$ cat src/rtl/bit_expander.sv
// bit_expander: builds a W-bit thermometer mask from a count, one bit per cycle.
// Ports: clk, rst (async high), data_in/carry_in/in_valid/in_ready request,
//   data_out/ovf_out/out_valid/out_ready result, busy. Define
//   BIT_EXPANDER_MSB_FIRST_EN to fill the mask from the MSB downward.
module bit_expander #(
  parameter int OUTPUTBITWIDTH = 16,
  parameter int COUNTBITWIDTH  = $clog2(OUTPUTBITWIDTH)
) (
  input  logic                      clk,
  input  logic                      rst,
  input  logic [COUNTBITWIDTH-1:0]  data_in,
  input  logic                      carry_in,
  input  logic                      in_valid,
  output logic                      in_ready,
  output logic [OUTPUTBITWIDTH-1:0] data_out,
  output logic                      out_valid,
  input  logic                      out_ready,
  output logic                      ovf_out,
  output logic                      busy
);

  localparam int W  = OUTPUTBITWIDTH;
  localparam int CW = COUNTBITWIDTH;

  localparam logic [1:0] IDLE  = 2'd0;
  localparam logic [1:0] BUILD = 2'd1;
  localparam logic [1:0] DONE  = 2'd2;

  localparam logic [CW:0] WMAX = (CW+1)'(W);
  localparam logic [CW:0] ONE  = (CW+1)'(1);

  logic [1:0]   state;
  logic [CW:0]  rem;
  logic [W-1:0] mask;
  logic         ovf;
  // Low while rst is high and for the first edge after release, so
  // in_ready stays low during reset without a path from rst.
  logic         live;

  logic [CW:0] req_v;
  logic [CW:0] req_t;
  logic        req_ovf;
  logic        accept;

  assign req_v   = {carry_in, data_in};
  assign req_ovf = req_v > WMAX;
  assign req_t   = req_ovf ? WMAX : req_v;

  assign in_ready  = (state == IDLE) && live;
  assign out_valid = (state == DONE);
  assign busy      = (state != IDLE);
  assign accept    = in_valid && in_ready;
  assign data_out  = mask;
  assign ovf_out   = ovf;

  always_ff @(posedge clk or posedge rst) begin
    if (rst) begin
      live <= 1'b0;
    end else begin
      live <= 1'b1;
    end
  end

  always_ff @(posedge clk or posedge rst) begin
    if (rst) begin
      state <= IDLE;
      rem   <= '0;
      mask  <= '0;
      ovf   <= 1'b0;
    end else begin
      case (state)
        IDLE: begin
          if (accept) begin
            mask  <= '0;
            ovf   <= req_ovf;
            rem   <= req_t;
            state <= (req_t == '0) ? DONE : BUILD;
          end
        end
        BUILD: begin
`ifdef BIT_EXPANDER_MSB_FIRST_EN
          mask <= {1'b1, mask[W-1:1]};
`else
          mask <= {mask[W-2:0], 1'b1};
`endif
          rem <= rem - ONE;
          if (rem == ONE) begin
            state <= DONE;
          end
        end
        DONE: begin
          if (out_ready) begin
            state <= IDLE;
          end
        end
        default: begin
          state <= IDLE;
        end
      endcase
    end
  end

endmodule

$ cat config.mk
export PLATFORM = sky130hd
export DESIGN_NAME = bit_expander
export DESIGN_NICKNAME = d
export VERILOG_FILES = /design/src/rtl/bit_expander.sv
export SDC_FILE = /design/constraint.sdc
export NUM_CORES = 1
export LEC_CHECK = 0
export BUFFER_PORTS_ARGS = -buffer_cell sky130_fd_sc_hd__buf_2
export CORE_MARGIN = 4
export CORE_UTILIZATION = 55
export DETAILED_ROUTE_END_ITERATION = 10
export PLACE_DENSITY_LB_ADDON = 0.3
export SETUP_SLACK_MARGIN = 0.05
export SLEW_MARGIN = 10
export SYNTH_ARGS = -nofsm -noshare
export SYNTH_HDL_FRONTEND = slang
export SYNTH_SLANG_ARGS = --single-unit
$ cat constraint.sdc
create_clock -name clk -period 4.6 [get_ports clk]
set_clock_uncertainty 0.1 [all_clocks]
set_input_delay 0.23 -clock clk [delete_from_list [all_inputs] [get_ports clk]]
set_output_delay 0.23 -clock clk [all_outputs]
set_load 0.02 [all_outputs]
Word level (Yosys, flattened, before mapping)
Index checks and enable logic that the tools add are counted.
- add/subtract/negate cells: 1
- magnitude comparators: 1
- equal/unequal tests: 6
- multiplexer cells: 10
- reductions and logical operators: 9
- operator list (cell ; count):
    $pmux 16 s2 ; 1
    $mux 16 ; 1
    $mux 5 ; 2
    $pmux 5 s2 ; 1
    $mux 2 ; 4
    $pmux 2 s3 ; 1
    $eq 5x1->1 const B ; 1
    $gt 5x5->1 const B ; 1
    $logic_not 5->1 ; 1
    $sub 5x1->5 const B ; 1
    $ne 2x2->1 const B ; 2
    $reduce_and 2->1 ; 2
    $reduce_bool 2->1 ; 2
    $reduce_and 3->1 ; 1
    $eq 2x1->1 const B ; 1
    $eq 2x2->1 const B ; 1
    $logic_and 1x1->1 ; 2
    $logic_not 2->1 ; 1
    $ne 2x1->1 const B ; 1
- register bits: 25
- bits of input ports: 9
- output and inout bits: 20
- word-level logic and storage cells: 32

Depth between registers and ports, before layout
Gate-level depths: netlist of the first run.
- word-level depth: 6
- gate-level depth with buffers: 6
- mapped depth without buffers: 5

Least setup slack after synthesis of the first run
OpenSTA, ideal clock, no wires.
- kind: register to output
- start: register state[1]
- end: output port in_ready
- arrival: 1.203 ns
- data required time: 4.270 ns
- setup slack: 3.067 ns
- stages on the path, launching flop included: 4
- path buffers: 1
- path through: dfrtp_1 > buf_2 > or2_2 > nor2_1
- cells in the longest elaborated chain, start to end: 2
- ends and longest elaborated chain (element ; line ; source):
    from (decl) ; 32 ; logic [1:0] state;
    from (signal assigned) ; 77 ; state <= (req_t == '0) ? DONE : BUILD;
    $logic_not 2->1 ; 49 ; assign in_ready = (state == IDLE) && live;
    $logic_and 1x1->1 ; 49 ;
    to (decl) ; 14 ; output logic in_ready,
No other way between the ends.

Worst setup path after layout of the first run
- start: register state[0]
- end: register ovf (netlist: ovf_out)
- cells in the longest elaborated chain, start to end: 4
- ends and longest elaborated chain (element ; line ; source):
    $logic_not 2->1 * ; 49, 71 ;
    $logic_and 1x1->1 ; 49 ;
    $logic_and 1x1->1 ; 52 ; assign accept = in_valid && in_ready;
    $reduce_and 2->1 (no source line) * ; -- ;
    to (signal assigned) ; 75 ; ovf <= req_ovf;
    to (decl) ; 35 ; logic ovf;
Mark *: on every way between the ends. The rest lies on a longest branch, timed or not.
A chain may end at the register's enable or synchronous reset.

==> results of run 1 <==
where the power goes:
part | total [mW] | internal (mW) | leakage (nW) | switching [mW]
logic | 0.438 | 0.172 | 0.396 | 0.266
clock network | 0.0995 | 0.0332 | 0.0139 | 0.0663
registers | 0.388 | 0.305 | 0.310 | 0.0823
total | 0.925 | 0.510 | 0.720 | 0.414
cell type report:
cell class,count,area [um^2]
multi-input cells,86,509.2
repair buffers,28,140.1
flip-flops and latches,25,625.6
fillers,167,656.9
well taps,27,33.78
clock inverters,1,7.507
clock buffers,3,22.52
inverters,7,26.28
sequential cells by signal, summed over array words and instances (netlist names):
signal    flops
ovf_out       1
data_out     16
live          1
state         2
rem           5
worst max-delay path, delay by kind of cell (launching register included):
kind,cells,cell delay [ps]
flip-flops,1,510
AND/OR/NAND/NOR,1,780
AO/OA/AOI/OAI,1,470
stage by stage:
step                      cells  setup WS (ps)  hold WS (ps)  cell area, um^2
final                       177           2653        -24.86             1365
after global routing        177           2417         59.21             1365
after CTS                   177           2654         12.14             1365
after detailed placement    173           2664         373.6             1335
after global placement      173           2732         371.2             1335
after floorplan             126           3067         157.3             1209
Yosys cell counts, types with 2 or more instances:
cell type | n | area [um^2]
inv_1 | 7 | 26.28
nor2b_1 | 4 | 25.02
dfrtp_1 | 25 | 625.6
nand3_1 | 16 | 80.08
o21ai_0 | 2 | 10.01
nor2_1 | 3 | 11.26
o221ai_2 | 2 | 30.03
buf_2 | 5 | 25.02
o22ai_1 | 2 | 12.51
ha_1 | 2 | 25.02
nand2_1 | 32 | 120.1
nand2b_1 | 2 | 12.51
nand3b_1 | 2 | 15.01
layer usage:
metal / wire length, um / vias up
met5: 0 / -
met4: 27 / 0
met3: 117 / 4
met2: 1151 / 22
met1: 1063 / 457
li1: - / 475
worst paths after layout:
check | start | to | slack, ps | depth (start not counted)
max | state[0] | ovf_out | 2650 | 2
min | rst | data_out[4] | -20 | 2
max reg2reg | state[0] | ovf_out | 2650 | 2
min reg2reg | data_out[3] | data_out[4] | 400 | 2
max in group asynchronous | rst | data_out[2] | 3860 | 2
min in group clk | data_in[1] | rem[1] | 90 | 3
cell families after synthesis:
group | synth area share, %
other | 0.3103
buffers and inverters | 6.108
XOR/XNOR | 0.7248
flip-flops | 51.76
AND/OR/NAND/NOR | 28.47
adder cells (fa/ha/maj) | 2.070
AO/OA/AOI/OAI | 10.56
==> key figures, run 1 <==
Power and ir drop
  – Leak Pwr: 0.7197 nW
  – Power, Total: 0.9248 mW
  – Max IR drop VDD: 0.4080 mV
  – PwrDens: 677.5 nW/um^2

Worst setup path
  – Startpoint class of the critical path: register
  – Max stage delay on crit path: 780 ps
  – Type of element capturing the critical path: register
  – Slowest stage cell, crit path: nand4bb_1
  – WS Path Type: register to register
  – CP max FO: 20
  – Crit path required time: 4730 ps
  – CP arrival: 2080 ps
  – Worst path cell trace: nand4bb_1, a22o_1

Run status
  – Status: complete, but fails checks
  – Failing checks: negative hold slack

Logic synthesis
  – Synth unique cells: 35
  – EDFF count, synth: 0
  – FFs w/ async S/R, synth: 100.0%
  – Cell count after synthesis: 126
  – Synth Register Bits: 25
  – Mapped cell area: 1209 um^2
  – Syn avg cell area: 9.593 um^2
  – Synth Net Count: 137
  – Synth Flop Type: dfrtp_1
  – Yosys warns: 0
  – Sequential area share after synthesis: 51.76%

Routing
  – Wirelength per Cell: 13.34 um
  – # DRC: 0
  – First drt pass iteration count: 4
  – Number of DRC markers in iteration 0: 19
  – Vias per cell: 5.412
  – Total wire length: 2361 um
  – Number of routed nets with antenna violations: 0
  – DR vias: 958

Flow run
  – Number of max-cap violations: 0

STA
  – Setup violators final: 0
  – Sum Neg Setup Slack: 0 ps
  – Rel. slew slack: 31.17%
  – Min Clock Period, post-route: 1947 ps
  – Hold Vio Cnt, Final: 25
  – Tcrit/Tclk final: 42.32%
  – Slew @ Worst Pin: 1030 ps
  – Hold WS: -24.86 ps
  – Max-slew violations: 0
  – RSZ-0062 raised after global routing: false
  – Peak Freq: 513.6 MHz

Clock tree
  – Setup Buffers After CTS: 0
  – TritonCTS clock tree: yes
  – Clock tree buffer depth: 2
  – Clock Sink Count: 25
  – Clk slew on worst S/H paths: 150 ps
  – Cts bufs inserted: 3
  – H-tree levels: 1
  – Cts hold-fix bufs: 0
  – Skew-Pair Late Insertion Delay: 320 ps
  – Root buffer cell: clkbuf_4
  – Gates resized, CTS repair: 0

Global routing
  – M2 GR Usage: 31.89%
  – Largest net degree at the start of global routing: 26
  – Number of antenna violations at the first check in global routing: 0
  – Busiest grt layer: met2
  – GR Layer Usage met1: 25.48%
  – Met3 Usage GRT: 2.452%
  – GRT Total Usage: 19.13%
  – Grt total ovfl: 0
  – Vias in the first global route: 923
  – First-pass GRT wire length: 4112 um

Finish
  – Post-layout util: 67.51%
  – NumNets Final: 162
  – Layout area overhead: 12.94%
  – Ant. Diodes: 0
  – Commonest non-fill, non-tap cell in the layout: nand2_1
  – Commonest non-fill, non-tap cells in the layout: nand2_1, buf_2, dfrtp_1
  – Share of cells above drive strength 1: 26.67%

Die
  – Die Height: 54.88 um
  – DIE AREA: 3012 um^2
  – Initial Util: 59.78%
  – Die W: 54.88 um
  – Site Rows: 16
  – # IOs: 29
  – Core Box Area: 2022 um^2

Hold path
  – Hold WC Path Type: input pin to async pin

Placement
  – Hpwl dp: 1769 um
  – Buffers added on ports: 28
  – GPL Wtd Cong: 0.7775
Note: power is estimated with default switching activity, not from simulation.
==> run 2: changes to the inputs <==
--- a/config.mk
+++ b/config.mk
@@ -5,9 +5,10 @@
 export SDC_FILE = /design/constraint.sdc
 export NUM_CORES = 1
 export LEC_CHECK = 0
+export ABC_AREA = 1
 export BUFFER_PORTS_ARGS = -buffer_cell sky130_fd_sc_hd__buf_2
 export CORE_MARGIN = 4
-export CORE_UTILIZATION = 55
+export CORE_UTILIZATION = 51
 export DETAILED_ROUTE_END_ITERATION = 10
 export PLACE_DENSITY_LB_ADDON = 0.3
 export SETUP_SLACK_MARGIN = 0.05
==> constraint.sdc (replaced) <==
create_clock -name clk -period 1.8 [get_ports clk]
set_clock_uncertainty 0.1 [all_clocks]
set_input_delay 0.09 -clock clk [delete_from_list [all_inputs] [get_ports clk]]
set_output_delay 0.09 -clock clk [all_outputs]
set_load 0.02 [all_outputs]
==> run 2 against run 1 <==
Against the previous run: the flow now finishes without violations; sequential share of layout area down 1.7 points; non-clock buffer count grew 8; register-to-register slack worse by 2400 ps; cell count grew 14%; flip-flop and latch count did not move; sequential power rose by 140%; count of clock-buffer cells in the layout unchanged; utilization down 2.7 points; clock power is 150% higher; synthesized cell count is 8.7% higher; critical path depth rose by 2; critical path type is now register to primary output; largest cell class unchanged; largest power group unchanged.
==> key figures, run 2 <==
Logic synthesis
  – EDFF count, synth: 0 (unchanged)
  – Share of the synthesized area in the top cell type: 53.53% (+1.8 points)
  – Mapped cell area: 1169 um^2 (-3.3%)
  – Simple-gate share of the synthesized area: 21.52% (-6.9 points)
  – Synth top cells by count: nand2_1, dfrtp_1, inv_1
  – Synth Area in XOR/XNOR: 0% (-0.72 points)
  – Synth Net Count: 148 (+8.0%)
  – Count leader, synth: nand2_1
  – Syn avg cell area: 8.530 um^2 (-11%)
  – Top cells by area, synth: dfrtp_1, nand2_1, inv_1, o22ai_1, nand3_1
  – Yosys top cell by area: dfrtp_1
  – Mux cell area share after synthesis: 0% (unchanged)
  – Synth Register Bits: 25 (unchanged)
  – Synth Flop Type: dfrtp_1
  – Main combinational cell family by area after synthesis: simple AND/OR/NAND/NOR gates
  – Post-synthesis adder-cell area fraction: 2.141% (+0.071 points)
  – Sequential area share after synthesis: 53.53% (+1.8 points)
  – Compound-cell area share of the yosys netlist: 11.13% (+0.58 points)
  – Yosys warns: 0 (unchanged)
  – Cell count after synthesis: 137 (+8.7%)
  – FFs w/ async S/R, synth: 100.0% (unchanged)
  – Synth unique cells: 20 (-43%)

Routing
  – # DRC: 0 (unchanged)
  – First drt pass iteration count: 4 (unchanged)
  – Total wire length: 2626 um (+11%)
  – DR vias: 1045 (+9.1%)
  – Vias per cell: 5.173 (-4.4%)
  – Number of DRC markers in iteration 0: 35 (+16)
  – Number of routed nets with antenna violations: 0 (unchanged)
  – Wirelength per Cell: 13.00 um (-2.5%)

Worst setup path
  – CP bufs+invs: 2 (+2)
  – R2R depth: 6 (+4)
  – Worst setup path start: state[1]
  – Worst path cell trace: inv_1, nand2_1, nor2_1, buf_2
  – Startpoint class of the critical path: register
  – Max stage delay on crit path: 450 ps (-330 ps)
  – R2r endpoint: rem[0]
  – Register-to-register setup slack: 240 ps (-2410 ps)
  – Slowest stage cell, crit path: dfrtp_1
  – CP max FO: 4 (-80%)
  – Top delay family on crit path: flip-flops
  – CP arrival: 1450 ps (-630 ps)
  – Crit path required time: 1610 ps (-3120 ps)
  – WS Path Type: register to primary output
  – Type of element capturing the critical path: primary output
  – R2r startpoint: state[1]

Finish
  – Post-layout util: 64.76% (-2.7 points)
  – Commonest non-fill, non-tap cells in the layout: nand2_1, buf_2, inv_1, dfrtp_1, o22ai_1
  – NumNets Final: 186 (+15%)
  – Share of cells above drive strength 1: 22.99% (-3.7 points)
  – Max reg flops: 16 (unchanged)
  – Commonest non-fill, non-tap cell in the layout: nand2_1
  – Final Cell Area: 1419 um^2 (+3.9%)
  – Non-filler cells, final: 202 (+14%)
  – Ant. Diodes: 0 (unchanged)
  – Layout area overhead: 21.41%

Die
  – Die Height: 55.87 um (+1.8%)
  – Initial Util: 53.34% (-6.4 points)
  – Site Rows: 17 (+1)
  – # IOs: 29 (unchanged)
  – DIE AREA: 3121 um^2 (+3.6%)
  – Core Box Area: 2191 um^2 (+8.4%)
  – Die W: 55.87 um (+1.8%)

Clock tree
  – Skew-Pair Late Insertion Delay: 310 ps (about the same)
  – Clock tree buffer depth: 2 (unchanged)
  – Gates resized, CTS repair: 0 (unchanged)
  – Setup Buffers After CTS: 0 (unchanged)
  – Root buffer cell: clkbuf_4
  – TritonCTS clock tree: yes
  – Clk slew on worst S/H paths: 130 ps (-20 ps)
  – Cts bufs inserted: 3 (unchanged)
  – Cts hold-fix bufs: 6 (+6)
  – Clock Sink Count: 25 (unchanged)
  – H-tree levels: 1 (unchanged)

Hold path
  – Worst Hold Depth: 5
  – Worst hold start: data_in[2]
  – Hold WC Path Type: input pin to register
  – Endpoint of the worst hold path: rem[2]

STA
  – Min Clock Period, post-route: 1636 ps
  – Peak Freq: 611.3 MHz
  – Setup violators final: 0 (unchanged)
  – Hold WS: 38.88 ps (+63.74 ps)
  – Max-slew violations: 0 (unchanged)
  – Tcrit/Tclk final: 90.89%
  – Sum Neg Setup Slack: 0 ps (unchanged)
  – Hold Vio Cnt, Final: 0 (-100%)
  – RSZ-0062 raised after global routing: false
  – Setup ws final: 164.0 ps (-2489 ps)

Placement
  – Placed insts: 192 (+11%)
  – Placement Setup Slack: 292.2 ps (-2372 ps)
  – Hpwl dp: 1824 um (+3.1%)
  – Buffers added on ports: 28 (unchanged)
  – Cell area after placement: 1331 um^2 (-0.28%)
  – GPL Wtd Cong: 0.8534 (+9.8%)

Power and ir drop
  – PwrDens: 1771 nW/um^2 (+160%)
  – Power, Total: 2.512 mW (+170%)
  – Leak Pwr: 0.7646 nW (+6.2%)
  – Max IR drop VDD: 1.070 mV (+160%)

Global routing
  – Number of antenna violations at the first check in global routing: 0 (unchanged)
  – GRT Total Usage: 18.80% (-0.33 points)
  – First-pass GRT wire length: 4795 um (+17%)
  – Largest net degree at the start of global routing: 26 (unchanged)
  – Vias in the first global route: 1085 (+18%)
  – Grt total ovfl: 0 (unchanged)

Flow run
  – Number of max-cap violations: 0 (unchanged)

Run status
  – Status: finished, final reports clean
[run 2: cell count changes in the layout (fill, tap and decap cells not counted), sizes merged, moves of 2 or more]
cell,change
nor2b,-4
nor2,+8
buf,+2
inv,+21
o22ai,+12
dlygate4sd3,+6
o221ai,-2
nand2b,-2
nand3,-6
o21ai,+5
nand2,-2
[run 2: logic make-up after synthesis]
kind of cell | Yosys count
AOI/OAI and AO/OA | 22
adders and majority gates | 2
buffers and inverters | 31
DFF | 25
other | 1
and+or+nand+nor | 56
[run 2: report_power, final]
group          total (mW)  leakage (nW)  switching, mW  internal (mW)
Sequential          0.949         0.326          0.155          0.794
Combinational        1.32         0.421          0.879          0.438
Clock               0.246        0.0177          0.163         0.0830
Total                2.51         0.765           1.20           1.31
[run 2: worst register-to-register path, cell delays in order (launching register included)]
cell     delay (ps)
dfrtp_1         450
nor2_1          190
nand3_2         140
nand2_2         310
inv_2           110
nand2_1          80
nand3_1          70
[run 2: area by class of cell]
class | count | area, um^2
Timing Repair Buffer | 36 | 215.2
Clock inverter | 1 | 5.005
Tap cell | 28 | 35.03
Sequential cell | 25 | 625.6
Multi-Input combinational cell | 81 | 410.4
Clock buffer | 3 | 22.52
Fill cell | 187 | 772.0
Inverter | 28 | 105.1
[run 2: worst max path at each step]
stage,endpoint,slack (ps),cells after the start
6_report,in_ready,160,4
5_1_grt,in_ready,80,4
4_1_cts,rem[0],270,6
3_5_place_dp,rem[0],290,6
3_3_place_gp,rem[0],380,6
2_1_floorplan,rem[0],360,5
[run 2: metal layers]
metal / track usage [%] / routed length (um)
met4: 5.085 / 28
met3: 3.480 / 106
met2: 32.77 / 1358
met5: 0 / 0
met1: 23.92 / 1133
==> run 3: changes to the inputs <==
==> constraint.sdc (replaced) <==
create_clock -name clk -period 1.65 [get_ports clk]
set_clock_uncertainty 0.1 [all_clocks]
set_input_delay 0.0825 -clock clk [delete_from_list [all_inputs] [get_ports clk]]
set_output_delay 0.0825 -clock clk [all_outputs]
set_load 0.02 [all_outputs]
==> run 3 against run 2 <==
Against the previous run: final area grew 1.2%; highest routed layer unchanged; count of clock-buffer cells in the layout stayed put; utilization increased by 0.80 points; combinational power increased by 9.8%; first-iteration DRC count is 2.9% lower; setup slack worse by 5.6 ps; clock power rose by 11%; critical endpoint unchanged; via count decreased by 4.3%; sequential power up 9.6%.
==> key figures, run 3 (same netlist as run 2, synthesis figures left out) <==
Finish
  – Max reg flops: 16 (unchanged)
  – Ant. Diodes: 0 (unchanged)
  – Layout area overhead: 22.91%
  – Final Cell Area: 1436 um^2 (+1.2%)
  – NumNets Final: 188 (+1.1%)
  – Non-filler cells, final: 204 (+0.99%)
  – Commonest non-fill, non-tap cells in the layout: nand2_1, buf_2, inv_1, dfrtp_1, o22ai_1
  – Multi-input logic area: 412.9 um^2 (+0.61%)
  – Share of cells above drive strength 1: 24.43% (+1.4 points)
  – Post-layout util: 65.56% (+0.80 points)
  – Commonest non-fill, non-tap cell in the layout: nand2_1
  – Register cell area after layout: 625.6 um^2 (unchanged)
  – Filler cells: 193 (+3.2%)

Routing
  – Number of DRC markers in iteration 0: 34 (-2.9%)
  – Total wire length: 2504 um (-4.6%)
  – Vias per cell: 4.902 (-5.2%)
  – Metal3 WL: 91 um (-14%)
  – DR vias: 1000 (-4.3%)
  – M1 WL: 1162 um (+2.6%)
  – # DRC: 0 (unchanged)
  – Number of routed nets with antenna violations: 0 (unchanged)
  – Wirelength per Cell: 12.27 um (-5.6%)
  – Highest Signal Layer: met4
  – First drt pass iteration count: 4 (unchanged)
  – Met2 wire len: 1221 um (-10%)

Power and ir drop
  – Comb pwr share: 52.5% (about the same)
  – Int Pwr: 1.465 mW (+11%)
  – Sw Share: 46.96% (-0.71 points)
  – Power, Total: 2.763 mW (+10%)
  – Max IR drop VDD: 1.309 mV (+22%)
  – Sequential share of power: 37.6% (-0.2 points)
  – PwrDens: 1924 nW/um^2 (+8.6%)
  – Leak Pwr: 0.7745 nW (+1.3%)
  – Clock power share: 9.9% (about the same)
  – Net switching power: 1.298 mW (+8.4%)

Placement
  – Buffers added on ports: 28 (unchanged)
  – Hpwl dp: 1827 um (+0.19%)
  – Placed insts: 194 (+1.0%)
  – GPL Wtd Cong: 0.8171 (-4.3%)
  – Cell area after placement: 1346 um^2 (+1.1%)
  – Placement Setup Slack: 250.1 ps (-42.12 ps)

STA
  – Setup ws final: 158.4 ps (-5.640 ps)
  – Hold Vio Cnt, Final: 0 (unchanged)
  – Hold WS: 38.91 ps (+0.03150 ps)
  – Min Clock Period, post-route: 1492 ps
  – RSZ-0062 raised after global routing: false
  – Setup violators final: 0 (unchanged)
  – Sum Neg Setup Slack: 0 ps (unchanged)
  – Peak Freq: 670.4 MHz
  – Tcrit/Tclk final: 90.40%
  – Max-slew violations: 0 (unchanged)

Clock tree
  – Setup Buffers After CTS: 0 (unchanged)
  – Clock Sink Count: 25 (unchanged)
  – Cts bufs inserted: 3 (unchanged)
  – H-tree levels: 1 (unchanged)
  – Skew-Pair Late Insertion Delay: 310 ps (about the same)
  – Clock tree buffer depth: 2 (unchanged)
  – TritonCTS clock tree: yes
  – Root buffer cell: clkbuf_4
  – Clk slew on worst S/H paths: 140 ps (about the same)

Die
  – Die Height: 55.87 um (unchanged)
  – Site Rows: 17 (unchanged)
  – Die W: 55.87 um (unchanged)
  – Core Box Area: 2191 um^2 (unchanged)
  – Initial Util: 53.34% (unchanged)
  – DIE AREA: 3121 um^2 (unchanged)
  – # IOs: 29 (unchanged)

Global routing
  – GRT Total Usage: 17.46% (-1.3 points)
  – First-pass GRT wire length: 4367 um (-8.9%)
  – Vias in the first global route: 1042 (-4.0%)
  – Grt total ovfl: 0 (unchanged)
  – Largest net degree at the start of global routing: 26 (unchanged)
  – Number of antenna violations at the first check in global routing: 0 (unchanged)

Worst setup path
  – Type of element capturing the critical path: primary output
  – Crit path required time: 1470 ps (-140 ps)
  – CP arrival: 1310 ps (-140 ps)
  – Startpoint class of the critical path: register
  – CP max FO: 4 (unchanged)
  – WS Path Type: register to primary output

Hold path
  – Hold WC Path Type: input pin to register

Flow run
  – Number of max-cap violations: 0 (unchanged)

Run status
  – Status: finished, final reports clean
## run 3: changes by cell type in the layout (fill, tap and decap cells not counted)
cell and delta:
nor2_1 -1, nor2_2 +1, buf_4 +2
## run 3: metal layers
layer  vias up  global-route usage (%)
met5         -                       0
met4         0                   8.814
li1        513                       -
met1       461                   22.35
met3         4                   3.016
met2        22                   28.38
## run 3: power by group through the flow
stage / logic (mW) / registers [mW] / clock network, mW
finish: 1.45 / 1.04 / 0.273
global route: 1.63 / 1.07 / 0.306
CTS: 1.46 / 1.04 / 0.285
detailed placement: 1.44 / 1.05 / 0
global placement: 1.40 / 1.04 / 0
floorplan: 0.841 / 1.24 / 0
## run 3: worst paths after layout
check,from,to,slack [ps],cells past startpoint
max in group asynchronous,rst,data_out[2],970,4
setup / recovery,state[1],in_ready,160,4
hold reg to reg,data_out[15],data_out[15],400,2
min in group asynchronous,rst,rem[1],250,4
hold / removal,data_in[2],rem[2],40,5
setup reg to reg,state[1],data_out[10],230,5
## run 3: repair_timing
action                                 CTS  global route
setup endpoints to repair                0             1
gates resized for setup                  0             1
hold buffers                             6             0
endpoints found under the hold margin   30             0
## run 3: cell type report
class	count	area share, %
flip-flops and latches	25	43.55
multi-input cells	81	28.75
repair buffers	38	16.03
inverters	28	7.317
well taps	28	2.439
clock buffers	3	1.568
clock inverters	1	0.3484
## run 3: worst max-delay path: stages (launching register included)
cell and delay (ps):
dfrtp_1 450, inv_1 120, nand2_1 80, nor2_2 140, buf_2 200
